[src/rtl/ps2_pkg.sv]
// ps2_pkg
// Shared definitions for the PS/2 scancode path (set 2).
//   - Prefix, status and error byte constants seen on the raw byte stream.
//   - The ten tracked game keys and their bit position in the held mask.
//     The decoder uses the same mapping, so keep both in sync via this file.
//   - The prefix-parser state enum.
// No ports; imported with "import ps2_pkg::*".

package ps2_pkg;

    // Prefix bytes
    localparam logic [7:0] SC_E0 = 8'hE0;
    localparam logic [7:0] SC_F0 = 8'hF0;
    localparam logic [7:0] SC_E1 = 8'hE1;

    // Keyboard status bytes: self-test passed, ACK, echo
    localparam logic [7:0] SC_AA = 8'hAA;
    localparam logic [7:0] SC_FA = 8'hFA;
    localparam logic [7:0] SC_EE = 8'hEE;

    // Keyboard error / overrun bytes
    localparam logic [7:0] SC_00 = 8'h00;
    localparam logic [7:0] SC_FF = 8'hFF;
    localparam logic [7:0] SC_FC = 8'hFC;

    // The Pause key sends E1 followed by seven more bytes
    localparam logic [2:0] SKIP_LEN = 3'd7;

    localparam int NUM_TRACKED = 10;

    // Held-mask bit order {kp6,kp5,kp4,enter,space,d,s,a,w,e}
    localparam int IDX_E     = 0;
    localparam int IDX_W     = 1;
    localparam int IDX_A     = 2;
    localparam int IDX_S     = 3;
    localparam int IDX_D     = 4;
    localparam int IDX_SPACE = 5;
    localparam int IDX_ENTER = 6;
    localparam int IDX_KP4   = 7;
    localparam int IDX_KP5   = 8;
    localparam int IDX_KP6   = 9;

    typedef enum logic [2:0] {
        IDLE,
        GOT_E0,
        GOT_F0,
        GOT_E0F0,
        SKIP
    } ps2_state_t;

    // Maps a base code to a one-hot held-mask position; zero for untracked codes.
    function automatic logic [NUM_TRACKED-1:0] tracked_onehot(input logic [7:0] code);
        logic [NUM_TRACKED-1:0] oh;
        oh = '0;
        case (code)
            8'h24: oh[IDX_E]     = 1'b1;
            8'h1D: oh[IDX_W]     = 1'b1;
            8'h1C: oh[IDX_A]     = 1'b1;
            8'h1B: oh[IDX_S]     = 1'b1;
            8'h23: oh[IDX_D]     = 1'b1;
            8'h29: oh[IDX_SPACE] = 1'b1;
            8'h5A: oh[IDX_ENTER] = 1'b1;
            8'h6B: oh[IDX_KP4]   = 1'b1;
            8'h73: oh[IDX_KP5]   = 1'b1;
            8'h74: oh[IDX_KP6]   = 1'b1;
            default: oh = '0;
        endcase
        return oh;
    endfunction

endpackage

[src/rtl/ps2_held_tracker.sv]
// ps2_held_tracker
// Keeps one "held" bit per tracked game key and reports whether the byte
// currently on the bus is a tracked key that is already held.
// Ports:
//   clk, rst   - clock and synchronous active-high reset
//   code       - base scancode presented this cycle
//   set        - make accepted: set the bit for code (no effect if untracked)
//   clr        - break accepted: clear the bit for code
//   clear_all  - keyboard error seen: drop every held bit
//   hit        - code is tracked and its held bit is currently set
//   held       - held mask, bit order as in ps2_pkg

module ps2_held_tracker
    import ps2_pkg::*;
#(
    parameter int D_WIDTH = 8
) (
    input  logic                   clk,
    input  logic                   rst,
    input  logic [D_WIDTH-1:0]     code,
    input  logic                   set,
    input  logic                   clr,
    input  logic                   clear_all,
    output logic                   hit,
    output logic [NUM_TRACKED-1:0] held
);

    logic [NUM_TRACKED-1:0] match;

    // Tracked codes all fit in the low byte of the scancode.
    assign match = tracked_onehot(8'(code));
    assign hit   = |(match & held);

    // Held register: an error byte wipes everything since the keyboard
    // state can no longer be trusted; otherwise a make sets and a break
    // clears the single bit selected by the code.
    always_ff @(posedge clk) begin
        if (rst) begin
            held <= '0;
        end else if (clear_all) begin
            held <= '0;
        end else if (set) begin
            held <= held | match;
        end else if (clr) begin
            held <= held & ~match;
        end
    end

endmodule

[src/rtl/ps2_key_sequencer.sv]
// ps2_key_sequencer
// Parses the raw PS/2 set-2 byte stream, strips E0/F0/E1 prefixes, drops
// status bytes and issues one-cycle make/break/extended/error strobes with
// the base code. Repeated makes of held game keys can be filtered so the
// decoder sees one en per physical press.
// Ports:
//   clk, rst  - clock and synchronous active-high reset
//   rx_data   - byte from the PS/2 receiver, valid with rx_valid
//   rx_valid  - one-cycle strobe, byte accepted that cycle
//   key_code  - base code of the last emitted event, holds between events
//   en        - make strobe, non-extended keys
//   brk       - break strobe, non-extended keys
//   ext       - extended (E0) make or break consumed
//   held      - held mask of the ten tracked keys
//   err       - timeout, illegal prefix order or keyboard error byte

module ps2_key_sequencer
    import ps2_pkg::*;
#(
    parameter int D_WIDTH        = 8,
    parameter int TIMEOUT_CYCLES = 50000,
    parameter bit REPEAT_FILTER  = 1'b1
) (
    input  logic                   clk,
    input  logic                   rst,
    input  logic [D_WIDTH-1:0]     rx_data,
    input  logic                   rx_valid,
    output logic [D_WIDTH-1:0]     key_code,
    output logic                   en,
    output logic                   brk,
    output logic                   ext,
    output logic [NUM_TRACKED-1:0] held,
    output logic                   err
);

    localparam int             TW         = $clog2(TIMEOUT_CYCLES + 1);
    localparam logic [TW-1:0]  TIMER_LAST = TW'(TIMEOUT_CYCLES - 1);
    localparam logic [TW-1:0]  TIMER_MAX  = TW'(TIMEOUT_CYCLES);

    ps2_state_t         state, state_n;
    logic [2:0]         skip_cnt, skip_n;
    logic [TW-1:0]      timer, timer_n;
    logic [D_WIDTH-1:0] key_code_n;
    logic               en_n, brk_n, ext_n, err_n;
    logic               timeout;

    logic               trk_set, trk_clr, trk_clear_all, trk_hit;

    logic is_e0, is_f0, is_e1, is_prefix, is_status, is_kbd_err;

    assign is_e0      = (rx_data == D_WIDTH'(SC_E0));
    assign is_f0      = (rx_data == D_WIDTH'(SC_F0));
    assign is_e1      = (rx_data == D_WIDTH'(SC_E1));
    assign is_prefix  = is_e0 | is_f0 | is_e1;
    assign is_status  = (rx_data == D_WIDTH'(SC_AA)) | (rx_data == D_WIDTH'(SC_FA)) |
                        (rx_data == D_WIDTH'(SC_EE));
    assign is_kbd_err = (rx_data == D_WIDTH'(SC_00)) | (rx_data == D_WIDTH'(SC_FF)) |
                        (rx_data == D_WIDTH'(SC_FC));

    ps2_held_tracker #(
        .D_WIDTH (D_WIDTH)
    ) u_held_tracker (
        .clk       (clk),
        .rst       (rst),
        .code      (rx_data),
        .set       (trk_set),
        .clr       (trk_clr),
        .clear_all (trk_clear_all),
        .hit       (trk_hit),
        .held      (held)
    );

    // State, counters and the registered strobes/key code. All strobes are
    // computed combinationally from the accepted byte and registered here,
    // so they are high for exactly the cycle after the byte is taken.
    always_ff @(posedge clk) begin
        if (rst) begin
            state    <= IDLE;
            skip_cnt <= '0;
            timer    <= '0;
            key_code <= '0;
            en       <= 1'b0;
            brk      <= 1'b0;
            ext      <= 1'b0;
            err      <= 1'b0;
        end else begin
            state    <= state_n;
            skip_cnt <= skip_n;
            timer    <= timer_n;
            key_code <= key_code_n;
            en       <= en_n;
            brk      <= brk_n;
            ext      <= ext_n;
            err      <= err_n;
        end
    end

    // Next-state and strobe logic. A byte arriving on the expiry cycle is
    // processed normally (timeout requires !rx_valid), and each path raises
    // at most one strobe so en/brk/ext/err stay mutually exclusive.
    always_comb begin
        state_n       = state;
        skip_n        = skip_cnt;
        key_code_n    = key_code;
        en_n          = 1'b0;
        brk_n         = 1'b0;
        ext_n         = 1'b0;
        err_n         = 1'b0;
        trk_set       = 1'b0;
        trk_clr       = 1'b0;
        trk_clear_all = 1'b0;
        timer_n       = timer;
        timeout       = (state != IDLE) && !rx_valid && (timer == TIMER_LAST);

        if (rx_valid) begin
            case (state)
                IDLE: begin
                    if (is_e0) begin
                        state_n = GOT_E0;
                    end else if (is_f0) begin
                        state_n = GOT_F0;
                    end else if (is_e1) begin
                        state_n = SKIP;
                        skip_n  = SKIP_LEN;
                    end else if (is_status) begin
                        state_n = IDLE;
                    end else if (is_kbd_err) begin
                        err_n         = 1'b1;
                        trk_clear_all = 1'b1;
                    end else begin
                        key_code_n = rx_data;
                        en_n       = !(REPEAT_FILTER && trk_hit);
                        trk_set    = 1'b1;
                    end
                end
                GOT_F0: begin
                    state_n = IDLE;
                    if (is_prefix) begin
                        err_n = 1'b1;
                    end else begin
                        key_code_n = rx_data;
                        brk_n      = 1'b1;
                        trk_clr    = 1'b1;
                    end
                end
                GOT_E0: begin
                    if (is_f0) begin
                        state_n = GOT_E0F0;
                    end else if (is_e0) begin
                        state_n = GOT_E0;
                    end else begin
                        // Extended keys never touch held, so arrows sharing
                        // 6B/74 cannot alias the keypad keys.
                        state_n    = IDLE;
                        ext_n      = 1'b1;
                        key_code_n = rx_data;
                    end
                end
                GOT_E0F0: begin
                    state_n = IDLE;
                    if (is_prefix) begin
                        err_n = 1'b1;
                    end else begin
                        ext_n      = 1'b1;
                        key_code_n = rx_data;
                    end
                end
                SKIP: begin
                    if (skip_cnt <= 3'd1) begin
                        state_n = IDLE;
                        skip_n  = '0;
                    end else begin
                        skip_n = skip_cnt - 3'd1;
                    end
                end
                default: begin
                    state_n = IDLE;
                    skip_n  = '0;
                end
            endcase
        end else if (timeout) begin
            state_n = IDLE;
            skip_n  = '0;
            err_n   = 1'b1;
        end

        // Idle-cycle counter: only runs while inside a sequence, restarts on
        // every accepted byte and saturates rather than wrapping.
        if (rx_valid || (state == IDLE) || timeout) begin
            timer_n = '0;
        end else if (timer != TIMER_MAX) begin
            timer_n = timer + 1'b1;
        end
    end

endmodule

[config.mk]
export PLATFORM = sky130hd
export DESIGN_NAME = ps2_key_sequencer
export DESIGN_NICKNAME = d
export VERILOG_FILES = /design/src/rtl/ps2_pkg.sv /design/src/rtl/ps2_held_tracker.sv /design/src/rtl/ps2_key_sequencer.sv
export SDC_FILE = /design/constraint.sdc
export NUM_CORES = 1
export LEC_CHECK = 0
export CAP_MARGIN = 20
export CORE_UTILIZATION = 50
export CTS_CLUSTER_DIAMETER = 80
export CTS_CLUSTER_SIZE = 10
export DETAILED_ROUTE_END_ITERATION = 10
export PLACE_DENSITY = 0.78
export REMOVE_ABC_BUFFERS = 1
export SLEW_MARGIN = 20
export SYNTH_ARGS = -nofsm -noshare
export SYNTH_HDL_FRONTEND = slang
export SYNTH_HIERARCHICAL = 1
export SYNTH_SLANG_ARGS = --single-unit
[constraint.sdc]
create_clock -name clk -period 2.2 [get_ports clk]
set_input_delay 0.22 -clock clk [delete_from_list [all_inputs] [get_ports clk]]
set_output_delay 0.22 -clock clk [all_outputs]
set_load 0.02 [all_outputs]
# == Yosys cells after proc, flatten, opt, wreduce, memory -nomap -nowiden ==
# Index checks and enable logic that the tools add are counted.
# op_classes
addsub,2
n_mul,0
div,0
magnitude_cmp,1
n_eq_ne,38
shift,0
n_mux,61
bitwise_logic,12
reduce_logical,22
# ops
operator,count
8-bit == test (second input constant),8
8-bit two-way mux,8
3-bit two-way mux,12
1-bit two-way mux,33
8-bit by 7-bit == test with 1-bit output (second input constant),4
8-bit by 5-bit == test with 1-bit output (second input constant),3
8-bit by 6-bit == test with 1-bit output (second input constant),3
8-bit case mux with 3 select lines,1
10-bit AND,2
10-bit two-way mux,2
2-bit != test (second input constant),9
3-bit case mux with 3 select lines,2
16-bit by 1-bit adder with 16-bit output (second input constant),1
16-bit == test (second input constant),1
16-bit != test (second input constant),1
3-bit != test (second input constant),4
10-bit NOT,1
10-bit bitwise OR,1
10-bit AND reduction,1
10-bit OR reduction,1
8-bit logical NOT,1
2-bit OR reduction,4
8-bit OR reduction,1
3-bit by 2-bit == test with 1-bit output (second input constant),2
other kinds (18),30
# totals
regBits,44
latchBits,0
mem_bits_rw,0
romBits,0
input_bits,11
out_inout_bits,22
memories,0

# == Depth between registers and ports, before layout ==
# Gate-level depths: netlist of the first run.
# depth
ltp_word,11
mapped_depth,9

# == Hierarchy ==
# Netlist of the first run, hierarchy kept.
# modules_own_cells
mod,n_inst,cells_each,area_per_inst_um2,seq_area_each_um2
ps2_key_sequencer,1,210,1806.7,680.7
ps2_held_tracker,1,81,710.7,200.2

# == Worst setup path after synthesis of the first run ==
# No wires, ideal clock.
# synth_path
path_type,input-to-reg
start,in rx_data[1]
end,reg (tool-made name)
arrival_time_ns,1.883
setup_slack_ns,0.199
path_stages,7
cell_sequence,or3_1 > or2_2 > a21oi_1 > and4b_1 > and2_1 > buf_6 > a32o_2
# synth_lines
item,line_no,source
start: declaration,ps2_key_sequencer.sv:26,"input logic [D_WIDTH-1:0] rx_data,"

==> results of run 1 <==
placed cells by master (no fill, tap or decap), types with 4 or more instances in the layout:
| cell | count |
|---|---|
| nand4b_1 | 4 |
| nand3_1 | 17 |
| nand2_1 | 19 |
| inv_1 | 11 |
| o21ai_0 | 11 |
| a32o_1 | 5 |
| clkbuf_8 | 5 |
| clkdlybuf4s50_1 | 32 |
| xor2_1 | 7 |
| mux2i_1 | 10 |
| nand2b_1 | 22 |
| dfxtp_1 | 44 |
| buf_4 | 25 |
| nor4b_1 | 4 |
| nor3b_1 | 4 |
| nor2_1 | 37 |
| xnor2_1 | 8 |
| a21oi_1 | 10 |
| nor3_1 | 6 |
| ha_1 | 4 |
power groups by stage:
stage	Combinational, W	Sequential [W]	Clock, W
global route	0.000211	0.000814	0.000567
CTS	0.000194	0.000813	0.000533
global placement	0.000191	0.000831	0
detailed placement	0.000193	0.000832	0
finish	0.000197	0.000813	0.000517
floorplan	0.0000642	0.000845	0
worst register-to-register path, cell delays in order, from the launching register on:
cell,delay [ns]
dfxtp_1,0.35
or4_4,0.57
nor4_4,0.43
nand2b_1,0.16
buf_4,0.20
nor2_1,0.08
layout make-up:
type	count	area [sq um]	area share (%)
clock inverters	3	23.8	0.762
repair buffers	58	528	16.9
multi-input cells	223	1500	47.9
clock buffers	5	68.8	2.20
flip-flops and latches	44	881	28.2
well taps	67	83.8	2.69
inverters	11	41.3	1.32
kinds of logic (layout without fill, tap and decap cells):
group,after synthesis,in the layout
and+or+nand+nor,151,151
DFF,44,44
AOI/OAI and AO/OA,43,43
buffers and inverters,24,77
xor gates and xnor gates,15,15
muxes,10,10
adders and majority gates,4,4
cell usage after synthesis, types with 3 or more instances:
cell type	instances	area share [%]
o22a_1	3	1.0
a21oi_1	11	2.2
dfxtp_1	44	35
nand3_1	17	3.4
nor4b_1	4	1.4
nand4b_1	4	1.4
nor4_1	4	0.99
inv_1	11	1.6
o21ai_0	11	2.2
xnor2_1	8	2.8
nor3_1	7	1.4
and3_1	3	0.75
nor2_1	37	5.5
or2_2	3	0.75
clkbuf_1	4	0.60
nand2_1	19	2.8
ha_1	4	2.0
a32o_1	5	2.0
nand4_1	3	0.75
buf_6	5	2.2
mux2i_1	10	4.0
xor2_1	7	2.4
nand2b_1	22	5.5
nor3b_1	4	1.2
per-layer routing:
metal	global-route usage (%)	routed length, um	vias up
met5	0	0	-
met4	7.19	65	0
met3	4.14	185	7
met2	40.1	2760	54
met1	28.4	2640	1090
li1	-	-	1141
through the flow:
| stage | power, W | worst slack, ns | setup TNS, ns | utilization, % | instance area (sq um) |
|---|---|---|---|---|---|
| finish | 0.00153 | 0.108 | 0 | 65.2 | 3120 |
| global route | 0.00159 | 0.0187 | 0 | 65.2 | 3120 |
| detailed placement | 0.00102 | -0.251 | -2.23 | 63.1 | 3020 |
| floorplan | 0.000909 | 0.264 | 0 | - | 2400 |
| global placement | 0.00102 | -0.357 | -3.97 | 63.0 | 3010 |
| CTS | 0.00154 | 0.0715 | 0 | 65.0 | 3110 |
worst max-delay path by stage:
stage | startpoint | to | slack [ns]
2_1_floorplan | rx_data[1] | register | 0.26
3_3_place_gp | rx_data[2] | register | -0.36
3_5_place_dp | rx_data[1] | register | -0.25
4_1_cts | rx_data[1] | register | 0.07
5_1_grt | rx_data[0] | register | 0.02
6_report | rx_data[1] | register | 0.11
==> run metrics, run 1 <==
grt ovf 0; initial antenna violation count 0; clock buffer depth 2; reg-to-reg endpoint timer[15]; CTS Hold Bufs 0; # fillers 400; max-slew violations 0; Core Area 4790 sq um; ys flop type dfxtp_1; Reg clk slew, reported paths 0.09 ns; worst clock skew 0.0109 ns; Worst EP arrival 2.30 ns; critical path launch point type input port; FMAX 478 MHz; Hold WS 0.475 ns; clk sink count 44; Worst setup EP type register; Post-DRT Antenna Nets 0; Setup Viol. Count Final 0; worst-path maximum fanout 16; Crit-path slowest cell clkdlybuf4s50_1; Mean Syn Cell Area 8.65 sq um; outcome finished, final reports clean; Crit path depth 9; Hold Vio Cnt, Final 0; largest family of logic cells by synthesized area simple AND/OR/NAND/NOR gates; min-delay src key_code[4]; worst reg2reg path depth 5; io pins 33; Gate power share 12.9%; Worst-Margin Slew 0.817 ns; Clock power frac 33.9%; Unique masters post-synth 59; largest net degree at the start of global routing 17; Post-CTS Setup Repair Bufs 0; worst min-delay path category reg2reg; GRT Util Overall 22.9%; HPWL after DPL 4180 um; synthesized instance count 291; final wirelength 5650 um; worst hold endpoint key_code[4]; multiplexer area fraction after synthesis 3.98%; drt initial violations 181; leak pwr 1.10 nW; Worst EP required 2.40 ns; first-pass GRT wire length 9500 um; die area 5320 sq um; RSZ-0062 raised after global routing false; register area share after synthesis 35.0%; H-tree levels 2; Compound-Gate Fraction of Synth Area 11.7%; GP Congestion 0.855; drt pass-1 iters 4; Net Sw Frac 26.2%; CTS root buf clkbuf_8; cts repair resizes 0; Post-Place Cells 403; maxcap violations 0; Wirelength per Cell 13.7 um; reg-to-reg slack, setup 0.31 ns; sequential power share 53.2%; slew margin rel. 45.1%; switching pwr 0.000400 W; cells along the critical path clkdlybuf4s50_1 -> buf_4 -> or2_2 -> a211oi_1 -> o21ai_1 -> nor2_1 -> nor2_1 -> and2_1 -> a32o_2; fin cells 411; Slowest Stage Delay on Critical Path 0.42 ns; PwrDens 489 nW/um^2; Synth Area in XOR/XNOR 5.22%; DIE WIDTH 73.0 um; clk_lat worst skew 0.30 ns; flops & latches, synth 44; Hold Crit Depth 2; Layout Area Growth over Synthesis 24.0%; Port Buffers 32; FF-to-FF Start timer[10]; cell family with the largest share of critical-path delay simple AND/OR/NAND/NOR gates; WS Path Type in2reg; CTS tree yes; total CTS buffers 5; Synth async-reset ratio 0%; vias in the first global route 2179; Synth Area in Simple Gates 35.9%; period utilization 95.1%; Tmin final 2.09 ns; maximum vdd drop 0.000423 V; DIE HEIGHT 73.0 um; Rows 25; Cell Area, Synth 2520 sq um; Starting Density 52.6%; Post-synth EDFFs 0; Internal 0.00113 W; Top cell by count, worst path nor2_1; vias per cell 5.58; fin nets 358; Synth Area in Adders 1.99%; Via Count 2292; WP buf/inv 2; ant diodes 0; share of post-route cells with drive strength above 1 15.7%; yosys warns 6; Remaining DRCs 0
Power figures use the tool's default switching activity.
==> run 2, diff against run 1 <==
--- a/config.mk
+++ b/config.mk
@@ -6,6 +6,7 @@
 export NUM_CORES = 1
 export LEC_CHECK = 0
 export CAP_MARGIN = 20
+export CORE_ASPECT_RATIO = 0.8
 export CORE_UTILIZATION = 50
 export CTS_CLUSTER_DIAMETER = 80
 export CTS_CLUSTER_SIZE = 10
==> run 2 against run 1 <==
Routed wire length is 1.8% higher. Largest power group unchanged. Clock skew is 0.0045 ns lower. Largest cell class unchanged. Final area is 0.64% higher. Count of clock-buffer cells in the layout is 1 higher.
==> run metrics, run 2 (synthesis gave the netlist of run 1 again) <==
max-slew violations 0; worst min-delay path category reg2reg; Rows 22; Tmin final 2.10 ns; Post-CTS Setup Repair Bufs 0; vias per cell 5.68; Wirelength per Cell 14.3 um; Hold Crit Depth 2; ant diodes 0; worst clock skew 0.00637 ns; initial antenna violation count 0; cts repair resizes 0; Setup Viol. Count Final 0; outcome finished, final reports clean; Worst EP required 2.39 ns; fin nets 357; CTS root buf clkbuf_8; grt ovf 0; die area 5320 sq um; commonest non-fill, non-tap cell in the layout dfxtp_1; largest net degree at the start of global routing 18; Starting Density 53.5%; Hold Vio Cnt, Final 0; Core Area 4710 sq um; maximum vdd drop 0.000361 V; worst reg2reg path depth 5; total CTS buffers 5; Crit-path slowest cell clkdlybuf4s50_1; FMAX 477 MHz; worst-path maximum fanout 6; DIE HEIGHT 65.5 um; Worst setup EP type register; DIE WIDTH 81.3 um; Layout Area Growth over Synthesis 24.8%; final wirelength 5750 um; fin cells 403; Via Count 2290; drt initial violations 165; final core occ 66.7%; Hold WS 0.474 ns; met1 Track Usage GR 31.8%; leak pwr 1.11 nW; share of post-route cells with drive strength above 1 15.2%; clock buffer depth 2; first-pass GRT wire length 9870 um; Reg clk slew, reported paths 0.09 ns; pre-CTS WS -0.190 ns; Worst-Margin Slew 0.872 ns; HPWL after DPL 4240 um; critical path launch point type input port; GRT Util Overall 24.0%; most frequent cells in the layout 44 x dfxtp_1, 37 x nor2_1, 32 x clkdlybuf4s50_1; drt pass-1 iters 5; PnR worst setup slack 0.102 ns; Port Buffers 32; clk_lat worst skew 0.30 ns; io pins 33; WS Path Type in2reg; RSZ-0062 raised after global routing false; GP Congestion 0.884; Post-DRT Antenna Nets 0; PwrDens 529 nW/um^2; GR peak layer met2; maxcap violations 0; clk sink count 44; GR Util met3 4.72%; Slowest Stage Delay on Critical Path 0.42 ns; # fillers 391; period utilization 95.3%; Worst EP arrival 2.29 ns; CTS Hold Bufs 0; CTS tree yes; vias in the first global route 2144; grt met2 use 39.5%; cells along the critical path clkdlybuf4s50_1 -> or3_1 -> or2_2 -> a21oi_1 -> and4b_1 -> and2_1 -> a32o_2; Remaining DRCs 0; slew margin rel. 41.3%; Post-Place Cells 395; H-tree levels 2
==> run 2: cell types whose count changed in the layout (fill, tap and decap cells not counted) <==
| cell | previous run | this run |
|---|---|---|
| buf_4 | 25 | 23 |
| clkinvlp_4 | 2 | 0 |
| a211oi_1 | 1 | 0 |
| a211oi_2 | 0 | 1 |
| a21oi_1 | 10 | 11 |
| a21oi_2 | 1 | 0 |
| buf_12 | 1 | 2 |
| bufinv_16 | 0 | 1 |
| clkbuf_8 | 5 | 6 |
| nor4_1 | 3 | 4 |
| nor4_2 | 1 | 0 |
==> run 2: power breakdown <==
| part | total (W) | switching (W) | internal [W] |
|---|---|---|---|
| Clock | 0.000651 | 0.000280 | 0.000371 |
| Sequential | 0.000813 | 0.00000554 | 0.000807 |
| Combinational | 0.000197 | 0.000102 | 0.0000950 |
| Total | 0.00166 | 0.000388 | 0.00127 |
==> run 2: layout make-up <==
type | count | area (sq um) | area share (%)
clock inverters | 2 | 38.8 | 1.23
repair buffers | 57 | 533 | 17.0
multi-input cells | 223 | 1490 | 47.4
flip-flops and latches | 44 | 881 | 28.0
clock buffers | 6 | 82.6 | 2.63
well taps | 60 | 75.1 | 2.39
inverters | 11 | 41.3 | 1.31
==> run 2: critical path: cells and delay by family <==
family	cells	cell delay, ns
buffers and inverters	1	0.42
AO/OA/AOI/OAI	2	0.45
AND/OR/NAND/NOR	4	1.19
==> run 2: per-stage QoR <==
stage	total power [W]	TNS (ns)	area (sq um)
3_3_place_gp	0.00102	-1.15	3010
5_1_grt	0.00174	0	3140
2_1_floorplan	0.000909	0	2400
4_1_cts	0.00168	0	3130
6_report	0.00166	0	3140
3_5_place_dp	0.00102	-1.90	3010
==> run 2: per-layer routing <==
metal	wire, um	vias up
met4	51	0
li1	-	1138
met3	351	7
met2	2640	71
met5	0	-
met1	2700	1074
==> run 2: final timing paths <==
check	startpoint	endpoint	slack [ns]
max	rx_data[1]	register	0.10
min	key_code[4]	key_code[4]	0.47
max reg2reg	state[1]	register	0.25
min reg2reg	key_code[4]	key_code[4]	0.47
